## config.mk

```make
export PLATFORM = sky130hd
export DESIGN_NAME = fdiv_seq
export DESIGN_NICKNAME = d
export VERILOG_FILES = /design/src/rtl/fdiv_seq.sv
export SDC_FILE = /design/constraint.sdc
export NUM_CORES = 1
export LEC_CHECK = 0
export CAP_MARGIN = 30
export CORE_MARGIN = 3
export CORE_UTILIZATION = 50
export CTS_CLUSTER_SIZE = 40
export DETAILED_ROUTE_END_ITERATION = 8
export GPL_TIMING_DRIVEN = 0
export HOLD_SLACK_MARGIN = 0.08
export PLACE_DENSITY = 0.79
export SETUP_SLACK_MARGIN = 0.05
export SYNTH_ARGS = -nofsm -noshare
export SYNTH_HDL_FRONTEND = slang
export SYNTH_SLANG_ARGS = --single-unit
```

## constraint.sdc

```tcl
create_clock -name clk -period 5.1 [get_ports clk]
set_input_delay 0.765 -clock clk [delete_from_list [all_inputs] [get_ports clk]]
set_output_delay 0.765 -clock clk [all_outputs]
set_load 0.02 [all_outputs]
```

## src/rtl/fdiv_seq.sv

```systemverilog
// Sequential IEEE-754 single-precision divider: restoring radix-2 mantissa divide,
// round-to-nearest-even, flush-to-zero, fixed 29-cycle latency from the accepting edge.
module fdiv_seq #(
  parameter logic [31:0] NAN_VAL = 32'h7FC00000
) (
  input  logic        clk,
  input  logic        rst_n,
  input  logic        start,
  input  logic [31:0] num1,
  input  logic [31:0] num2,
  output logic [31:0] out_div,
  output logic        busy,
  output logic        done
);

  localparam int unsigned EXPW = 8;
  localparam int unsigned FW   = 23;
  localparam int unsigned MW   = FW + 1;
  localparam int unsigned QW   = 27;
  localparam int unsigned EW   = 10;
  localparam int unsigned CW   = 5;

  localparam logic [CW-1:0]          LAST_STEP = CW'(QW - 1);
  localparam logic [EXPW-1:0]        EXP_ONES  = '1;
  localparam logic signed [EW-1:0]   BIAS      = 10'sd127;
  localparam logic signed [EW-1:0]   BIAS_M1   = 10'sd126;
  localparam logic signed [EW-1:0]   EXP_ONE   = 10'sd1;
  localparam logic signed [EW-1:0]   EXP_MAX   = 10'sd255;
  localparam logic signed [EW-1:0]   EXP_ZERO  = 10'sd0;

  typedef enum logic [1:0] {
    IDLE   = 2'd0,
    DIVIDE = 2'd1,
    ROUND  = 2'd2,
    DONE   = 2'd3
  } state_t;

  state_t               state;
  logic [CW-1:0]        cnt;
  logic [MW:0]          rem;
  logic [MW-1:0]        dvsr;
  logic [QW-1:0]        quo;
  logic                 sign;
  logic signed [EW-1:0] exp_diff;
  logic                 spec_hit;
  logic [31:0]          spec_val;

  // Operand classification on the live inputs, used only at the capture edge
  logic [EXPW-1:0] ea, eb;
  logic [FW-1:0]   fa, fb;
  logic            zero_a, zero_b, inf_a, inf_b, nan_a, nan_b, sign_in;
  logic            spec_in;
  logic [31:0]     spec_res;
  logic            load;

  always_comb begin
    ea      = num1[30:23];
    eb      = num2[30:23];
    fa      = num1[22:0];
    fb      = num2[22:0];
    sign_in = num1[31] ^ num2[31];
    zero_a  = (ea == '0);
    zero_b  = (eb == '0);
    inf_a   = (ea == EXP_ONES) && (fa == '0);
    inf_b   = (eb == EXP_ONES) && (fb == '0);
    nan_a   = (ea == EXP_ONES) && (fa != '0);
    nan_b   = (eb == EXP_ONES) && (fb != '0);
    spec_in  = 1'b1;
    spec_res = '0;
    if (nan_a || nan_b || (zero_a && zero_b) || (inf_a && inf_b))
      spec_res = NAN_VAL;
    else if (inf_a)
      spec_res = {sign_in, EXP_ONES, {FW{1'b0}}};
    else if (inf_b)
      spec_res = {sign_in, {(EXPW + FW){1'b0}}};
    else if (zero_b)
      spec_res = {sign_in, EXP_ONES, {FW{1'b0}}};
    else if (zero_a)
      spec_res = {sign_in, {(EXPW + FW){1'b0}}};
    else
      spec_in = 1'b0;
  end

  assign load = start && ((state == IDLE) || (state == DONE));

  // One restoring step: trial subtract, keep the difference if it did not go negative
  logic [MW+1:0] diff;
  logic          qbit;
  logic [MW:0]   rem_sel;

  always_comb begin
    diff    = {1'b0, rem} - {2'b00, dvsr};
    qbit    = ~diff[MW+1];
    rem_sel = qbit ? diff[MW:0] : rem;
  end

  // Normalisation and round-to-nearest-even on the finished quotient
  logic [FW-1:0]        frac_pre;
  logic                 guard, sticky, inc;
  logic [MW-1:0]        frac_sum;
  logic                 carry;
  logic signed [EW-1:0] exp_pre, exp_r;
  logic [31:0]          result;

  always_comb begin
    if (quo[QW-1]) begin
      frac_pre = quo[25:3];
      guard    = quo[2];
      sticky   = (|quo[1:0]) | (|rem);
      exp_pre  = exp_diff + BIAS;
    end else begin
      frac_pre = quo[24:2];
      guard    = quo[1];
      sticky   = quo[0] | (|rem);
      exp_pre  = exp_diff + BIAS_M1;
    end
    inc      = guard & (sticky | frac_pre[0]);
    frac_sum = {1'b0, frac_pre} + MW'(inc);
    carry    = frac_sum[MW-1];
    exp_r    = carry ? exp_pre + EXP_ONE : exp_pre;
    if (spec_hit)
      result = spec_val;
    else if (exp_r >= EXP_MAX)
      result = {sign, EXP_ONES, {FW{1'b0}}};
    else if (exp_r <= EXP_ZERO)
      result = {sign, {(EXPW + FW){1'b0}}};
    else
      result = {sign, exp_r[EXPW-1:0], frac_sum[FW-1:0]};
  end

  // Control FSM with registered busy/done/out_div
  always_ff @(posedge clk or negedge rst_n) begin
    if (!rst_n) begin
      state   <= IDLE;
      cnt     <= '0;
      busy    <= 1'b0;
      done    <= 1'b0;
      out_div <= '0;
    end else begin
      done <= 1'b0;
      if (load) begin
        state <= DIVIDE;
        cnt   <= '0;
        busy  <= 1'b1;
      end else begin
        case (state)
          DIVIDE: begin
            cnt <= cnt + CW'(1);
            if (cnt == LAST_STEP)
              state <= ROUND;
          end
          ROUND: begin
            state   <= DONE;
            busy    <= 1'b0;
            done    <= 1'b1;
            out_div <= result;
          end
          DONE:    state <= IDLE;
          default: state <= IDLE;
        endcase
      end
    end
  end

  // Operand capture and the quotient/remainder shift registers
  always_ff @(posedge clk or negedge rst_n) begin
    if (!rst_n) begin
      rem      <= '0;
      dvsr     <= '0;
      quo      <= '0;
      sign     <= 1'b0;
      exp_diff <= '0;
      spec_hit <= 1'b0;
      spec_val <= '0;
    end else if (load) begin
      rem      <= zero_a ? '0 : {2'b01, fa};
      dvsr     <= zero_b ? '0 : {1'b1, fb};
      quo      <= '0;
      sign     <= sign_in;
      exp_diff <= $signed(EW'(ea) - EW'(eb));
      spec_hit <= spec_in;
      spec_val <= spec_res;
    end else if (state == DIVIDE) begin
      quo <= {quo[QW-2:0], qbit};
      rem <= rem_sel << 1;
    end
  end

endmodule
```

# Word-level counts from Yosys, hierarchy flattened

Cells that the tools add are included.

Bits of input ports: 67
Output and inout port bits: 34
Register bits: 161
Logic and storage cells: 92

Reduce and logical (&&, ||, !) cells: 23
Eq/ne operators: 7
Mux-type cells: 34
Bitwise logic cells: 7
$add $sub $neg: 7
Magnitude comparators: 2

Operator list:

| operator              | number |
|---|---|
| $mux 32               | 6 |
| $mux 24               | 3 |
| $mux 31               | 2 |
| $mux 27               | 2 |
| $mux 25               | 2 |
| $logic_not 23->1      | 2 |
| $reduce_bool 23->1    | 2 |
| $sub 25x24->26        | 1 |
| $reduce_or 25->1      | 1 |
| $add 23x1->24         | 1 |
| $mux 23               | 1 |
| $add 10x8->10 const B | 2 |
| $mux 10               | 2 |
| $eq 8x8->1 const B    | 2 |
| $logic_not 8->1       | 2 |
| $mux 1                | 11 |
| $add 10x2->10 const B | 1 |
| $ge 10x9->1 const B   | 1 |
| $le 10x1->1 const B   | 1 |
| $mux 5                | 2 |
| $sub 8x8->9           | 1 |
| $logic_and 1x1->1     | 7 |
| $add 5x1->5 const B   | 1 |
| $eq 5x5->1 const B    | 1 |
| other kinds (14)      | 23 |

# Longest topological paths before layout

Word-level depth: 11
Gate-level depth with buffers: 20
Depth with buffers taken out: 14

# Worst setup path after synthesis

Ideal clock, no wire load.

Kind: reg2reg
From: register quo[26]
To: register out_div[10]
Path slack: 950 ps
Period minus slack after synthesis: 4150 ps
Setup time: 81 ps
Buffers on the path: 8
Cell stages (with the launch flop): 21
Arrival: 4068 ps
Required time: 5019 ps
Cell sequence: dfrtp_1 > buf_6 > buf_12 > buf_2 > buf_1 > clkbuf_1 > mux2_2 > o41a_1 > ha_1 > nand2_1 > a2111oi_4 > nand4_1 > buf_6 > nor2_4 > nand4_2 > a31oi_4 > nand2_4 > or3_1 > buf_2 > buf_6 > o22ai_2

Longest elaborated chain between the ends: 9
Elaborated cells between the ends (all ways): 14
Classes of those cells: add/sub: 2; order compare: 2; mux: 8; bitwise: 2

Ends and longest elaborated chain:

| element                           | RTL line | RTL |
|---|---|---|
| start, declared                   | 42       | `logic [QW-1:0] quo;` |
| start signal, assigned            | 184      | `quo <= {quo[QW-2:0], qbit};` |
| $mux 1 or $mux 23 (tied branches) | 106      | `if (quo[QW-1]) begin` |
| $or 1x1->1                        | 117      | `inc = guard & (sticky \| frac_pre[0]);` |
| $and 1x1->1                       | 117      |  |
| $add 23x1->24                     | 118      | `frac_sum = {1'b0, frac_pre} + MW'(inc);` |
| $mux 10                           | 120      | `exp_r = carry ? exp_pre + EXP_ONE : exp_pre;` |
| $le 10x1->1                       | 125      | `else if (exp_r <= EXP_ZERO)` |
| $mux 31                           | 125      |  |
| $mux 31 *                         | 123      | `else if (exp_r >= EXP_MAX)` |
| $mux 32 *                         | 121      | `if (spec_hit)` |
| end signal, assigned              | 156      | `out_div <= result;` |
| end, declared                     | 11       | `output logic [31:0] out_div,` |

Every way passes the cells marked *; elsewhere a longest branch is shown, timed or not.
A chain may end at the register's enable or synchronous reset.

# Worst setup path after layout

From: register quo[26]
To: register out_div[3]

Same word-level chain as after synthesis.

==> qor.json <==
{
  "setup_path": {
    "worst-path-buf-inv": 6,
    "cp_top_family": "buffers and inverters",
    "timing.critical_path.arrival_ns": 4.91,
    "critical_path.most_common_cell": "sky130_fd_sc_hd__buf_6",
    "end_kind": "register",
    "start_to_end_type_of_the_worst_setup_path": "register to register",
    "crit_slowest_cell": "sky130_fd_sc_hd__buf_2",
    "cp.required_ns": 5.44,
    "timing.critical_path.fanout_max": 28,
    "slowest_delay_ns": 0.52,
    "worst_setup_path_start_kind": "register",
    "cell_by_cell_listing_of_the_critical_path": "buf_6 -> buf_12 -> buf_2 -> a211oi_1 -> nand4_1 -> o41a_1 -> ha_1 -> nand2_1 -> a2111oi_4 -> nand4_1 -> buf_6 -> nor2_4 -> nand4_2 -> a31oi_4 -> nand2_4 -> or3_1 -> buf_2 -> buf_6 -> o22ai_2"
  },
  "die": {
    "pin_count": 101,
    "fp.dieH_microns": 141,
    "core_area_sq_mm": 0.0176,
    "die_width_microns": 141,
    "placementRows": 48,
    "initial_core_util_pct": 52.1,
    "full_die_area_sq_mm": 0.0200
  },
  "run_status": {
    "run_status": "finished clean"
  },
  "detailed_routing": {
    "antenna_violating_nets_post_route": 0,
    "drt_iter0_drc": 635,
    "detail_route.vias_per_cell": 5.81,
    "drc": 0,
    "detail_route.first_pass.iterations": 5,
    "drt-wirelength-per-cell_microns": 17.1,
    "routed-via-count": 8240,
    "detail_route.wirelength_microns": 24300
  },
  "global_route": {
    "grt-ovfl-total": 0,
    "grt_pass1_vias": 8209,
    "grt_first_pass_wirelength_microns": 40600,
    "track_usage_pct": 25.0,
    "grt_busiest_layer": "met2",
    "grt_start_max_net_pins": 71,
    "grt_antenna_before_repair": 0,
    "grt_util_met1_pct": 33.3,
    "global_route.usage.met3_pct": 3.88,
    "met2_usage_pct": 41.2
  },
  "logic_synthesis": {
    "synth.distinct_cells": 70,
    "syn-mean-instance-area_sq_um": 8.61,
    "synth.top_cells.by_area": "sky130_fd_sc_hd__dfrtp_1 36%, sky130_fd_sc_hd__ha_1 5.7%, sky130_fd_sc_hd__mux2i_1 5.2%, sky130_fd_sc_hd__nand2_1 4.8%, sky130_fd_sc_hd__xnor2_1 3.8%",
    "synth_enable_flop_cells": 0,
    "yosys.area.top_type": "sky130_fd_sc_hd__dfrtp_1",
    "ys_seq_elements": 131,
    "yosysTopAreaCellShare_pct": 35.8,
    "post_synth_inst_count": 1064,
    "synth_sequential_area_ratio_pct": 35.8,
    "syn_nets": 1175,
    "ys.warnings.count": 0,
    "synth_async_sr_flop_share_pct": 100,
    "synth_top_cells_by_count": "131 x sky130_fd_sc_hd__dfrtp_1, 116 x sky130_fd_sc_hd__nand2_1, 82 x sky130_fd_sc_hd__nor2_1",
    "netlist_area_before_placement_sq_mm": 0.00917,
    "synth_flop_cell": "sky130_fd_sc_hd__dfrtp_1",
    "cell_with_the_most_instances_after_synthesis": "sky130_fd_sc_hd__dfrtp_1"
  },
  "cells_and_area": {
    "syn_to_final_growth_pct": 20.2,
    "finish.net_count": 1293,
    "antenna-diode-count": 0,
    "finish.cell_count_without_fillers": 1419,
    "layout-drive-gt1-share_pct": 6.45,
    "final_cell_area_sq_mm": 0.0110
  },
  "clock_network": {
    "cts_root_buf": "sky130_fd_sc_hd__clkbuf_16",
    "clk-insertion-delay-late_ns": 0.43,
    "cts_buffer_depth": 2,
    "cts_inserted_buffers": 17,
    "cts_tree": "done",
    "post_cts.repair.setup_buffers": 0,
    "post_cts_resized": 0,
    "clkSlewWorstSetupHoldPaths_ns": 0.05,
    "cts_num_sinks": 131,
    "holdBufCountCts": 0,
    "clock_tree.htree_level_count": 4
  },
  "place": {
    "globalplace.congestion": 0.945,
    "post_place_worst_slack_ns": -0.168,
    "placement.cell_area_sq_mm": 0.0105,
    "place.port_buffers": 100,
    "place_hpwl_microns": 18200,
    "place.detailed.instances": 1390
  },
  "timing": {
    "report.final.slew_viol_count": 0,
    "timing_worst_slew_pin_value_ns": 0.826,
    "skew_ns": 0.00735,
    "final-hold-violation-count": 0,
    "finalWorstSetupSlack_ns": 0.533,
    "tightest_slew_margin_relative_to_the_limit_pct": 44.7,
    "layout_worst_path_cycle_share_pct": 89.6,
    "rsz0062_at_grt": "false",
    "report.final.setup_viol": 0,
    "finalSetupTns_ns": 0,
    "fin_crit_ns": 4.57,
    "maximum_frequency_from_static_timing_analysis_mhz": 219
  },
  "power_and_ir_drop": {
    "swShare_pct": 45.8,
    "intPower_mw": 3.75,
    "power.density_mw_per_mm2": 628,
    "final_total_power_mw": 6.92,
    "sequential_share_of_power_pct": 23.7,
    "total_leakage_power_nw": 4.64,
    "ir_worst_vdd_mv": 0.369,
    "netSwitchingPower_mw": 3.17,
    "combPwrFrac_pct": 59.4,
    "p_clk_share_pct": 16.9
  },
  "worst_hold_path": {
    "worstHoldPathType": "primary input to asynchronous set/reset pin"
  },
  "job": {
    "maxCapViolations": 0
  }
}
-- per-layer routing --
metal / up-vias / wire [microns]
li1: 4000 / -
met2: 265 / 11600
met3: 40 / 1390
met5: - / 0
met1: 3935 / 10600
met4: 0 / 583
-- path summary, 6_finish.rpt --
check,startpoint,endpoint,slack (ns),cells past startpoint
max,quo[26]$_DFFE_PN0P_,out_div[3]$_DFFE_PN0P_,0.53,19
min,rst_n,out_div[7]$_DFFE_PN0P_,0.32,1
max reg2reg,quo[26]$_DFFE_PN0P_,out_div[3]$_DFFE_PN0P_,0.53,19
min reg2reg,dvsr[23]$_DFFE_PN0P_,dvsr[23]$_DFFE_PN0P_,0.49,2
max in group asynchronous,rst_n,dvsr[13]$_DFFE_PN0P_,4.01,2
min in group clk,dvsr[23]$_DFFE_PN0P_,dvsr[23]$_DFFE_PN0P_,0.49,2
-- state kept, by name (all words and copies together), names as in the netlist --
signal	count
exp_diff	9
sign	1
dvsr	24
out_div	32
done	1
quo	27
cnt	5
rem	25
spec_hit	1
busy	1
state	2
spec_val	3
-- worst register-to-register path, delay by kind of cell, from the launching register on --
| kind | cells | cell delay, ns |
|---|---|---|
| AOI/OAI and AO/OA | 5 | 1.27 |
| adders and majority gates | 1 | 0.19 |
| buffers and inverters | 6 | 1.43 |
| DFF | 1 | 0.34 |
| and+or+nand+nor | 7 | 1.26 |
-- stage by stage --
step	util, %	hold slack [ns]
finish	62.6	0.325
global route	62.6	0.363
CTS	62.6	0.346
detailed placement	59.5	0.462
global placement	59.4	0.460
floorplan	-	0.445
-- layout make-up --
cell class / count / area, sq um
Sequential cell: 131 / 3280
Buffer: 61 / 283
Fill cell: 1511 / 6580
Multi-Input combinational cell: 791 / 5300
Inverter: 79 / 297
Timing Repair Buffer: 101 / 1030
Clock inverter: 6 / 80.1
Clock buffer: 25 / 465
Tap cell: 225 / 282
-- power by group through the flow --
stage	logic, mW	registers [mW]	clock network (mW)
after floorplan	3.00	1.62	0
after global placement	3.95	1.64	0
after detailed placement	4.03	1.64	0
after CTS	4.07	1.63	1.17
after global routing	4.57	1.67	1.22
final	4.11	1.64	1.17
-- placed cells by master, fill, tap and decap left out, drive strengths merged, types with 16 or more instances in the layout --
cell and instances:
a21oi 65, nor3 16, xor2 30, nand3 28, ha 42, inv 79, nand2 117, clkdlybuf4s50 99
mux2i 48, nor4 25, dfrtp 131, nor2 83, buf 22, clkbuf 66, nand2b 17, xnor2 40
o22ai 44, o21ai 66
-- cell families (layout without fill, tap and decap cells) --
kind of cell               after synthesis  in the layout  share of synthesized area (%)
AOI/OAI and AO/OA                      264            264                           19.8
DFF                                    131            131                           35.8
muxes                                   53             53                           5.86
adders and majority gates               44             44                           6.17
buffers and inverters                  142            272                           6.40
xor gates and xnor gates                70             70                           6.69
and+or+nand+nor                        360            360                           19.3
No activity file was read; power rests on OpenSTA's default activity.
